[config.mk]
export PLATFORM = sky130hd
export DESIGN_NAME = fp_mul_arbiter
export DESIGN_NICKNAME = d
export VERILOG_FILES = /design/src/rtl/fp_mul_arbiter.sv
export SDC_FILE = /design/constraint.sdc
export NUM_CORES = 1
export LEC_CHECK = 0
export ABC_AREA = 0
export CORE_UTILIZATION = 46
export DETAILED_ROUTE_END_ITERATION = 10
export GPL_TIMING_DRIVEN = 0
export PLACE_DENSITY = 0.89
export SYNTH_ARGS = -nofsm -noshare
export SYNTH_HDL_FRONTEND = slang
export SYNTH_SLANG_ARGS = --single-unit
[constraint.sdc]
create_clock -name clk -period 5.3 [get_ports clk]
set_input_delay 0.795 -clock clk [delete_from_list [all_inputs] [get_ports clk]]
set_output_delay 0.795 -clock clk [all_outputs]
set_load 0.01 [all_outputs]
[src/rtl/fp_mul_arbiter.sv]
// Round-robin arbiter sharing one FP multiplier between NREQ requesters, with an
// ID tracker and credit-protected response FIFO. Optional: FP_MUL_ARB_STICKY_EN.
module fp_mul_arbiter #(
    parameter int NREQ      = 4,
    parameter int MUL_LAT   = 0,
    parameter int RSP_DEPTH = 4,
    localparam int IDW      = $clog2(NREQ)
) (
    input  logic                 clk,
    input  logic                 rst,
    input  logic [NREQ-1:0]      req_valid,
    output logic [NREQ-1:0]      req_ready,
    input  logic [NREQ*32-1:0]   req_X,
    input  logic [NREQ*32-1:0]   req_Y,
    input  logic [NREQ*3-1:0]    req_rmode,
    output logic [31:0]          mul_X,
    output logic [31:0]          mul_Y,
    output logic [2:0]           mul_rmode,
    input  logic [31:0]          mul_Z,
    input  logic                 mul_ovrf,
    input  logic                 mul_udrf,
    output logic                 rsp_valid,
    input  logic                 rsp_ready,
    output logic [IDW-1:0]       rsp_id,
    output logic [31:0]          rsp_Z,
    output logic                 rsp_ovrf,
    output logic                 rsp_udrf
`ifdef FP_MUL_ARB_STICKY_EN
    ,
    input  logic                 sticky_clr,
    output logic [NREQ*2-1:0]    sticky_flags
`endif
);

    localparam int PW = (RSP_DEPTH > 1) ? $clog2(RSP_DEPTH) : 1;
    localparam int OW = $clog2(RSP_DEPTH + 1);
    localparam int EW = IDW + 34;

    // Handshake: a transfer happens on a rising edge where valid and ready are both 1.
    logic [IDW-1:0]           ptr;
    logic [IDW-1:0]           grant;
    logic [IDW:0]             cand;
    logic                     found;
    logic [OW-1:0]            occ;
    logic                     accept;
    logic                     pop;
    logic                     push;
    logic [MUL_LAT:0]         trk_v;
    logic [MUL_LAT:0][IDW-1:0] trk_id;

    logic [EW-1:0]            mem [RSP_DEPTH];
    logic [PW-1:0]            wr_ptr;
    logic [PW-1:0]            rd_ptr;
    logic [PW-1:0]            rd_nxt;
    logic [OW-1:0]            cnt;
    logic [OW-1:0]            cnt_nxt;
    logic [EW-1:0]            push_data;
    logic [EW-1:0]            head_nxt;

    function automatic logic [PW-1:0] wrap_inc(input logic [PW-1:0] p);
        return (p == PW'(RSP_DEPTH - 1)) ? '0 : p + 1'b1;
    endfunction

    always_comb begin
        grant = '0;
        found = 1'b0;
        cand  = '0;
        for (int i = 0; i < NREQ; i++) begin
            cand = {1'b0, ptr} + (IDW+1)'(i);
            if (cand >= (IDW+1)'(NREQ))
                cand = cand - (IDW+1)'(NREQ);
            if (!found && req_valid[cand[IDW-1:0]]) begin
                found = 1'b1;
                grant = cand[IDW-1:0];
            end
        end
        // Credits are counted before this cycle's pop, so a pop never frees a slot in the same cycle.
        accept = found && (occ < OW'(RSP_DEPTH)) && !rst;
        req_ready = '0;
        req_ready[grant] = accept;
    end

    assign pop       = rsp_valid & rsp_ready;
    assign push      = trk_v[MUL_LAT];
    assign push_data = {trk_id[MUL_LAT], mul_Z, mul_ovrf, mul_udrf};

    always_comb begin
        rd_nxt  = pop ? wrap_inc(rd_ptr) : rd_ptr;
        cnt_nxt = cnt + OW'(push) - OW'(pop);
        // If the only surviving entry is the one arriving now, bypass the array.
        head_nxt = (push && (cnt - OW'(pop)) == '0) ? push_data : mem[rd_nxt];
    end

    always_ff @(posedge clk or posedge rst) begin
        if (rst) begin
            ptr       <= '0;
            occ       <= '0;
            trk_v     <= '0;
            trk_id    <= '0;
            mul_X     <= '0;
            mul_Y     <= '0;
            mul_rmode <= '0;
        end else begin
            occ      <= occ + OW'(accept) - OW'(pop);
            trk_v[0] <= accept;
            for (int s = 1; s <= MUL_LAT; s++) begin
                trk_v[s]  <= trk_v[s-1];
                trk_id[s] <= trk_id[s-1];
            end
            if (accept) begin
                ptr       <= (grant == IDW'(NREQ - 1)) ? '0 : grant + 1'b1;
                trk_id[0] <= grant;
                mul_X     <= req_X[32*grant +: 32];
                mul_Y     <= req_Y[32*grant +: 32];
                mul_rmode <= req_rmode[3*grant +: 3];
            end
        end
    end

    always_ff @(posedge clk) begin
        if (push)
            mem[wr_ptr] <= push_data;
    end

    always_ff @(posedge clk or posedge rst) begin
        if (rst) begin
            wr_ptr    <= '0;
            rd_ptr    <= '0;
            cnt       <= '0;
            rsp_valid <= 1'b0;
            {rsp_id, rsp_Z, rsp_ovrf, rsp_udrf} <= '0;
        end else begin
            if (push)
                wr_ptr <= wrap_inc(wr_ptr);
            rd_ptr    <= rd_nxt;
            cnt       <= cnt_nxt;
            rsp_valid <= (cnt_nxt != '0);
            if (cnt_nxt != '0 && (pop || !rsp_valid))
                {rsp_id, rsp_Z, rsp_ovrf, rsp_udrf} <= head_nxt;
        end
    end

`ifdef FP_MUL_ARB_STICKY_EN
    always_ff @(posedge clk or posedge rst) begin
        if (rst)
            sticky_flags <= '0;
        else if (sticky_clr)
            sticky_flags <= '0;
        else if (pop)
            sticky_flags[2*rsp_id +: 2] <= sticky_flags[2*rsp_id +: 2] | {rsp_ovrf, rsp_udrf};
    end
`endif

endmodule
==> flow_summary.yaml, run 1 <==
timing:
  max_freq_mhz: 230
  drv_slew: 0
  fin_crit_ns: 4.35
  fin_ws_ns: 0.947
  setup_viol_count_final: 0
  finalClockSkew_ns: 0.0107
  maxSlewHeadroom: 0.550
  setup_tns_ns: 0
  tightest_slew_ns: 0.675
  finalCritPeriodShare: 0.821
  rsz0062_at_grt: "false"
  hold_viol_final: 0
drt:
  drtIter0Drc: 625
  dr_total_vias: 9394
  wl_mm: 40.2
  wire_per_inst_um: 24.1
  drc_errors: 0
  via_per_inst: 5.63
  drt_pass1_iterations: 5
  ant_nets: 0
floorplan:
  core_um2: 25300
  die_height_um: 163
  pin_count: 417
  row_count: 58
  initial_utilization: 0.472
  dieArea_um2: 26600
  die_w_um: 163
clocking:
  numCtsBuffers: 28
  clkSlewWorstSetupHoldPaths_ns: 0.06
  cts_setup_buffers: 0
  ctsRootBufferMaster: "clkbuf_16"
  insertion_delay_ns: 0.56
  cts.sinks: 263
  hold_buffers: 0
  post_cts_resized: 0
  h-tree-depth: 1
  cts_tree: "built"
  clk_path_buf_depth: 3
placed_design:
  hpwl_mm: 29.8
  portBuffers: 416
  gp_congestion: 0.900
  place_ws_ns: 0.908
power_and_ir_drop:
  power_density_nw_per_um2: 531
  ir_drop_mv: 0.333
  cellLeakagePower_nw: 7.41
grt:
  grt_pass1_wl_mm: 58.8
  grt_pass1_vias: 9915
  grt_max_degree: 64
  grt_util_all_layers: 0.301
  grt_overflow: 0
  antenna_found_initial: 5
finish:
  layout-drive-gt1-share: 0.0922
  nets: 1638
  syn2layout_area_growth_pct: 47.7
status:
  status: "finished, final reports clean"
min_path:
  holdCritPathClass: "reg -> reg"
yosys:
  syn-instance-count: 861
  synth_seq_area_share: 0.611
  synth_top_area_cell: "edfxtp_1"
  avgSynthCellArea_um2: 13.9
  ys_ff_latch: 263
  yosysUniqueCellTypes: 36
  netlist_area_um2: 11900
  synthTopCellsByArea: "edfxtp_1 36%, dfrtp_1 25%, mux2i_1 11%"
  yosys.area.top_type_share: 0.362
  syn-num-nets: 1187
  yosysWarnings: 0
setup_path:
  path_class: "in -> out"
  cp_max_fo: 11
  cp.required_ns: 4.51
  arrival_ns: 3.56
  endpoint_kind: "output port"
  cp-start-kind: "primary input"
job:
  cap_violations: 0
-- path summary, 6_finish.rpt --
path | endpoint | cells past startpoint | from | slack (ns)
worst max-delay path | req_ready[3] | 10 | req_valid[2] | 0.95
worst min-delay path | occ[2] | 1 | occ[2] | 0.48
worst max register to register | rsp_Z[23] | 13 | rsp_valid | 1.59
worst min register to register | occ[2] | 1 | occ[2] | 0.48
max in group asynchronous | mul_X[4] | 3 | rst | 3.86
min in group asynchronous | cnt[1] | 2 | rst | 0.72
-- critical path, cell delays in order --
cell and delay (ns):
clkdlybuf4s50_1 0.55, or3b_2 0.47, o221ai_1 0.09, buf_4 0.24, buf_6 0.21, buf_4 0.25, inv_1 0.09, ha_1 0.20
and2_1 0.14, clkdlybuf4s50_1 0.51
-- power by group --
| group | leakage (nW) | internal, mW | switching (mW) |
|---|---|---|---|
| clock | 0.477 | 1.24 | 0.833 |
| combinational | 4.21 | 2.11 | 2.07 |
| sequential | 2.73 | 2.79 | 0.315 |
| total | 7.41 | 6.14 | 3.22 |
-- cells in the mapped netlist --
cell,number
nor2b_1,1
buf_2,18
buf_4,8
inv_1,16
a31oi_1,36
o22ai_1,67
buf_1,2
a21boi_0,1
or3_1,3
a311oi_1,1
nor2_1,41
mux2_2,2
o21ai_0,5
xor2_1,1
a21o_1,67
clkbuf_1,30
o21ai_1,1
buf_6,4
a21oi_1,2
xnor2_1,4
fa_1,2
mux2i_1,135
and2_1,8
or3b_2,1
o221ai_1,1
nor4_1,1
o32a_1,1
and4b_1,1
nand2b_1,1
nand4b_1,1
ha_1,15
o31ai_1,1
edfxtp_1,144
dfrtp_1,119
nand2_1,84
mux4_2,36
-- flip-flops by register name, summed over array words and instances (netlist names) --
name / count
rsp_udrf: 1
rsp_ovrf: 1
mul_rmode: 3
mul_X: 32
rsp_Z: 32
rsp_valid: 1
wr_ptr: 2
ptr: 2
rsp_id: 2
mul_Y: 32
rd_ptr: 2
trk_id: 2
mem: 144
push: 1
occ: 3
cnt: 3
-- cell usage in the layout (no fill, tap or decap), types with 2 or more instances in the layout --
cell type,Yosys,layout
a21oi_1,2,2
ha_1,15,15
dfrtp_1,119,119
inv_1,16,15
clkbuf_8,0,2
xnor2_1,4,4
nor2_1,41,41
a31oi_1,36,36
and2_2,0,4
buf_12,0,4
a21o_1,67,67
edfxtp_1,144,144
fa_1,2,2
mux4_2,36,36
mux2_2,2,2
diode_2,0,5
and2_1,8,4
bufinv_16,0,5
clkbuf_16,0,28
buf_6,4,4
buf_2,18,18
o21ai_0,5,5
clkbuf_1,30,33
o22ai_1,67,67
clkinv_1,0,5
clkinv_2,0,5
buf_1,2,2
nand2_1,84,84
clkdlybuf4s50_1,0,416
mux2i_1,135,135
buf_4,8,8
or3_1,3,3
clkinvlp_4,0,2
-- metrics by stage --
stage	power, mW	hold slack, ns	std cells	utilization	area [um^2]
finish	9.36	0.477	1669	0.697	17600
global route	9.80	0.488	1667	0.696	17600
CTS	9.39	0.479	1664	0.696	17600
detailed placement	7.26	0.466	1612	0.657	16600
global placement	7.07	0.458	1607	0.652	16500
floorplan	5.43	0.439	861	-	11900
-- metal layers --
metal,GRT usage,part of all wire,wire (um)
met1,0.344,0.37,14700
met2,0.532,0.51,20700
met5,0,0,0
met3,0.0762,0.081,3240
met4,0.128,0.039,1560
-- cell type report --
| type | count | area [um^2] |
|---|---|---|
| Clock inverter | 19 | 248 |
| Fill cell | 1710 | 7680 |
| Antenna cell | 5 | 12.5 |
| Clock buffer | 33 | 739 |
| Timing Repair Buffer | 421 | 4270 |
| Multi-Input combinational cell | 520 | 4280 |
| Inverter | 16 | 65.1 |
| Tap cell | 330 | 413 |
| Buffer | 62 | 315 |
| Sequential cell | 263 | 7300 |
-- kinds of logic (layout without fill, tap and decap cells) --
kind of cell    after synthesis  in the layout  share of synthesized area
mux                         173            173                      0.183
fa+ha+maj                    17             17                     0.0191
buf+inv                      78            551                     0.0314
simple gates                142            142                     0.0489
other cells                   0              5                          0
flops                       263            263                      0.611
compound gates              183            183                      0.103
xor+xnor                      5              5                    0.00367
(Power assumes the default switching activity.)
==> run 2: changes to the inputs <==
- CORE_UTILIZATION: 46 -> 41
- PLACE_DENSITY: 0.89 -> 0.85
- clock period: 5.3 -> 3.65 ns (I/O delays scaled with it)
==> run 2 against run 1 <==
Against the previous run: sequential share of layout area fell by 0.26 points; clock skew rose by 0.017 ns; setup slack got worse by 0.83 ns; sequential power rose by 45%; non-clock buffer count rose by 1; worst hold slack got worse by 0.0014 ns; wire length fell by 5.1%; critical path type unchanged; largest cell class unchanged.
==> flow_summary.yaml, run 2 (synthesis gave the netlist of run 1 again) <==
setup_path:
  cp-start-kind: "primary input"
  path_cells: "clkdlybuf4s50_1 -> or3b_2 -> o221ai_1 -> buf_4 -> buf_8 -> inv_1 -> ha_1 -> and2_1 -> clkdlybuf4s50_1"
  r2r-end: "rsp_Z[13]"
  rr_startpoint: "rsp_valid"
  cp.required_ns: 3.10
  slowest_delay_ns: 0.55
  path_class: "in -> out"
  cp_max_fo: 20
  crit_slowest_cell: "clkdlybuf4s50_1"
  r2r_cells: 12
  endpoint_kind: "output port"
  r2r_setup_slack_ns: 0.30
  crit_top_cell: "clkdlybuf4s50_1"
  arrival_ns: 2.98
drt:
  ant_nets: 0
  dr_total_vias: 9230
  wire_per_inst_um: 22.1
  drtIter0Drc: 665
  drc_errors: 0
  drt_pass1_iterations: 5
  via_per_inst: 5.36
  wl_mm: 38.2
clocking:
  cts_tree: "built"
  hold_buffers: 0
  h-tree-depth: 1
  insertion_delay_ns: 0.56
  clk_path_buf_depth: 3
  cts.sinks: 263
  clkSlewWorstSetupHoldPaths_ns: 0.05
  numCtsBuffers: 28
  ctsRootBufferMaster: "clkbuf_16"
job:
  cap_violations: 0
timing:
  tightest_slew_ns: 0.728
  setup_viol_count_final: 0
  whs_ns: 0.475
  finalCritPeriodShare: 0.967
  max_freq_mhz: 283
  finalClockSkew_ns: 0.0275
  maxSlewHeadroom: 0.514
  fin_crit_ns: 3.53
  hold_viol_final: 0
  drv_slew: 0
  fin_ws_ns: 0.122
  rsz0062_at_grt: "false"
floorplan:
  dieArea_um2: 29800
  initial_utilization: 0.416
  core_um2: 28700
  die_w_um: 173
  row_count: 62
  die_height_um: 173
  pin_count: 417
finish:
  largest_reg_flops: 144
  layout-drive-gt1-share: 0.0959
  final_cell_mix: "416 x clkdlybuf4s50_1, 144 x edfxtp_1, 135 x mux2i_1"
  final_common_cell: "clkdlybuf4s50_1"
  fillers: 2218
  top_register: "mem"
  nets: 1639
  finalInstanceArea_um2: 17800
  syn2layout_area_growth_pct: 48.6
placed_design:
  gp_congestion: 0.875
  portBuffers: 416
  hpwl_mm: 29.1
  place_ws_ns: -0.500
  placed_cell_area_um2: 16700
power_and_ir_drop:
  power_density_nw_per_um2: 764
  cellLeakagePower_nw: 7.44
  ir_drop_mv: 0.435
status:
  status: "finished, final reports clean"
min_path:
  holdCritPathClass: "reg -> reg"
  holdPathStages: 1
  hp-start: "mul_X[4]"
  min_to: "mul_X[4]"
grt:
  grt_pass1_vias: 9989
  grt_max_degree: 37
  grt_util_all_layers: 0.255
  grt_overflow: 0
  grt_pass1_wl_mm: 57.9
  antenna_found_initial: 4
## run 2: per-stage QoR
step	std cells	total power [mW]	setup TNS (ns)	utilization
detailed placement	1668	10.6	-14.76	0.583
global placement	1661	10.3	-10.22	0.578
global route	1723	14.3	0	0.619
finish	1723	13.6	0	0.619
floorplan	861	7.88	0	-
CTS	1720	13.6	0	0.618
## run 2: cell type report
cell class	count	area, um^2	area share
antenna	4	10.0	0.000564
buffer	60	313	0.0176
clock buffer	38	778	0.0438
clock inverter	14	219	0.0123
inverter	16	63.8	0.00359
multi-input combinational	520	4280	0.241
sequential	263	7300	0.411
tap	384	480	0.0271
timing repair buffer	424	4310	0.243
## run 2: timing repair
| action | CTS | global route |
|---|---|---|
| gates resized for setup | 0 | 9 |
| buffers inserted | 1 | 0 |
| setup endpoints to repair | 4 | 33 |
## run 2: power breakdown
| group | leakage, nW | switching (mW) | internal (mW) |
|---|---|---|---|
| registers | 2.73 | 0.461 | 4.05 |
| logic | 4.23 | 2.95 | 3.07 |
| clock network | 0.483 | 1.18 | 1.85 |
## run 2: worst max-delay path: cells and delay by family
family          cells  cell delay (ns)
compound gates      1             0.10
simple gates        2             0.61
fa+ha+maj           1             0.20
buf+inv             5             1.51
## run 2: routing by layer
layer | routed length [um] | vias up | global-route usage
li1 | - | 4155 | -
met3 | 2900 | 76 | 0.0605
met2 | 20000 | 415 | 0.460
met4 | 1290 | 0 | 0.0955
met5 | 0 | - | 0
met1 | 14000 | 4584 | 0.293
## run 2: worst max path at each step
stage                      start      endpoint  slack [ns]
floorplan              rsp_ready      rsp_Z[0]        0.81
global placement       rsp_ready      rsp_Z[0]       -0.34
detailed placement     rsp_ready      rsp_Z[2]       -0.50
CTS                    rsp_ready      rsp_Z[0]        0.06
global route        req_valid[2]  req_ready[3]        0.01
finish              req_valid[2]  req_ready[3]        0.12
==> edit (flow settings as in run 1) <==
Set the parameter `NREQ` to 8 (it was 4).
--- a/src/rtl/fp_mul_arbiter.sv
+++ b/src/rtl/fp_mul_arbiter.sv
@@ -2,5 +2,5 @@
 // ID tracker and credit-protected response FIFO. Optional: FP_MUL_ARB_STICKY_EN.
 module fp_mul_arbiter #(
-    parameter int NREQ      = 4,
+    parameter int NREQ      = 8,
     parameter int MUL_LAT   = 0,
     parameter int RSP_DEPTH = 4,
Interface: changed (6 resized); port bits go from 417 to 694. No check against the original RTL was run, so the function may have changed too.
==> edit against run 1 <==
The flow now stops in 3_2_place_iop; area after synthesis grew 34%.
==> edit: results (changes against run 1) <==
Synth warnings 0 (unchanged); last stage reached 3_2_place_iop; Err [ERROR PPL-0024] Number of IO pins (694) exceeds maximum number of available positions (676). Increase the die perimeter from 754.30um to 943.84um.; Commonest cells post-synth mux2i_1 (206), edfxtp_1 (148), dfrtp_1 (122); Mapped Nets 1756 (+48%); count of cell types in the netlist 64 (+78%); outcome stopped before the end; die width 188.6 um (+16%); number of synthesized flops with an enable pin 148 (+2.8%); post-synthesis register bit count 270 (+2.7%); post-synthesis sequential area ratio 0.4682 (-0.1430); Mean Syn Cell Area 13.82 um2 (-0.44%); Post-synth ARST share 0.4519 (-0.0006196); synth top area cells edfxtp_1 (28%), dfrtp_1 (19%), mux4_2 (16%)
-- edit: cell families after synthesis --
family / synth area share
muxes: 0.3368
DFF: 0.4682
and+or+nand+nor: 0.05884
AOI/OAI and AO/OA: 0.07025
buffers and inverters: 0.04540
adders and majority gates: 0.01344
xor gates and xnor gates: 0.007032
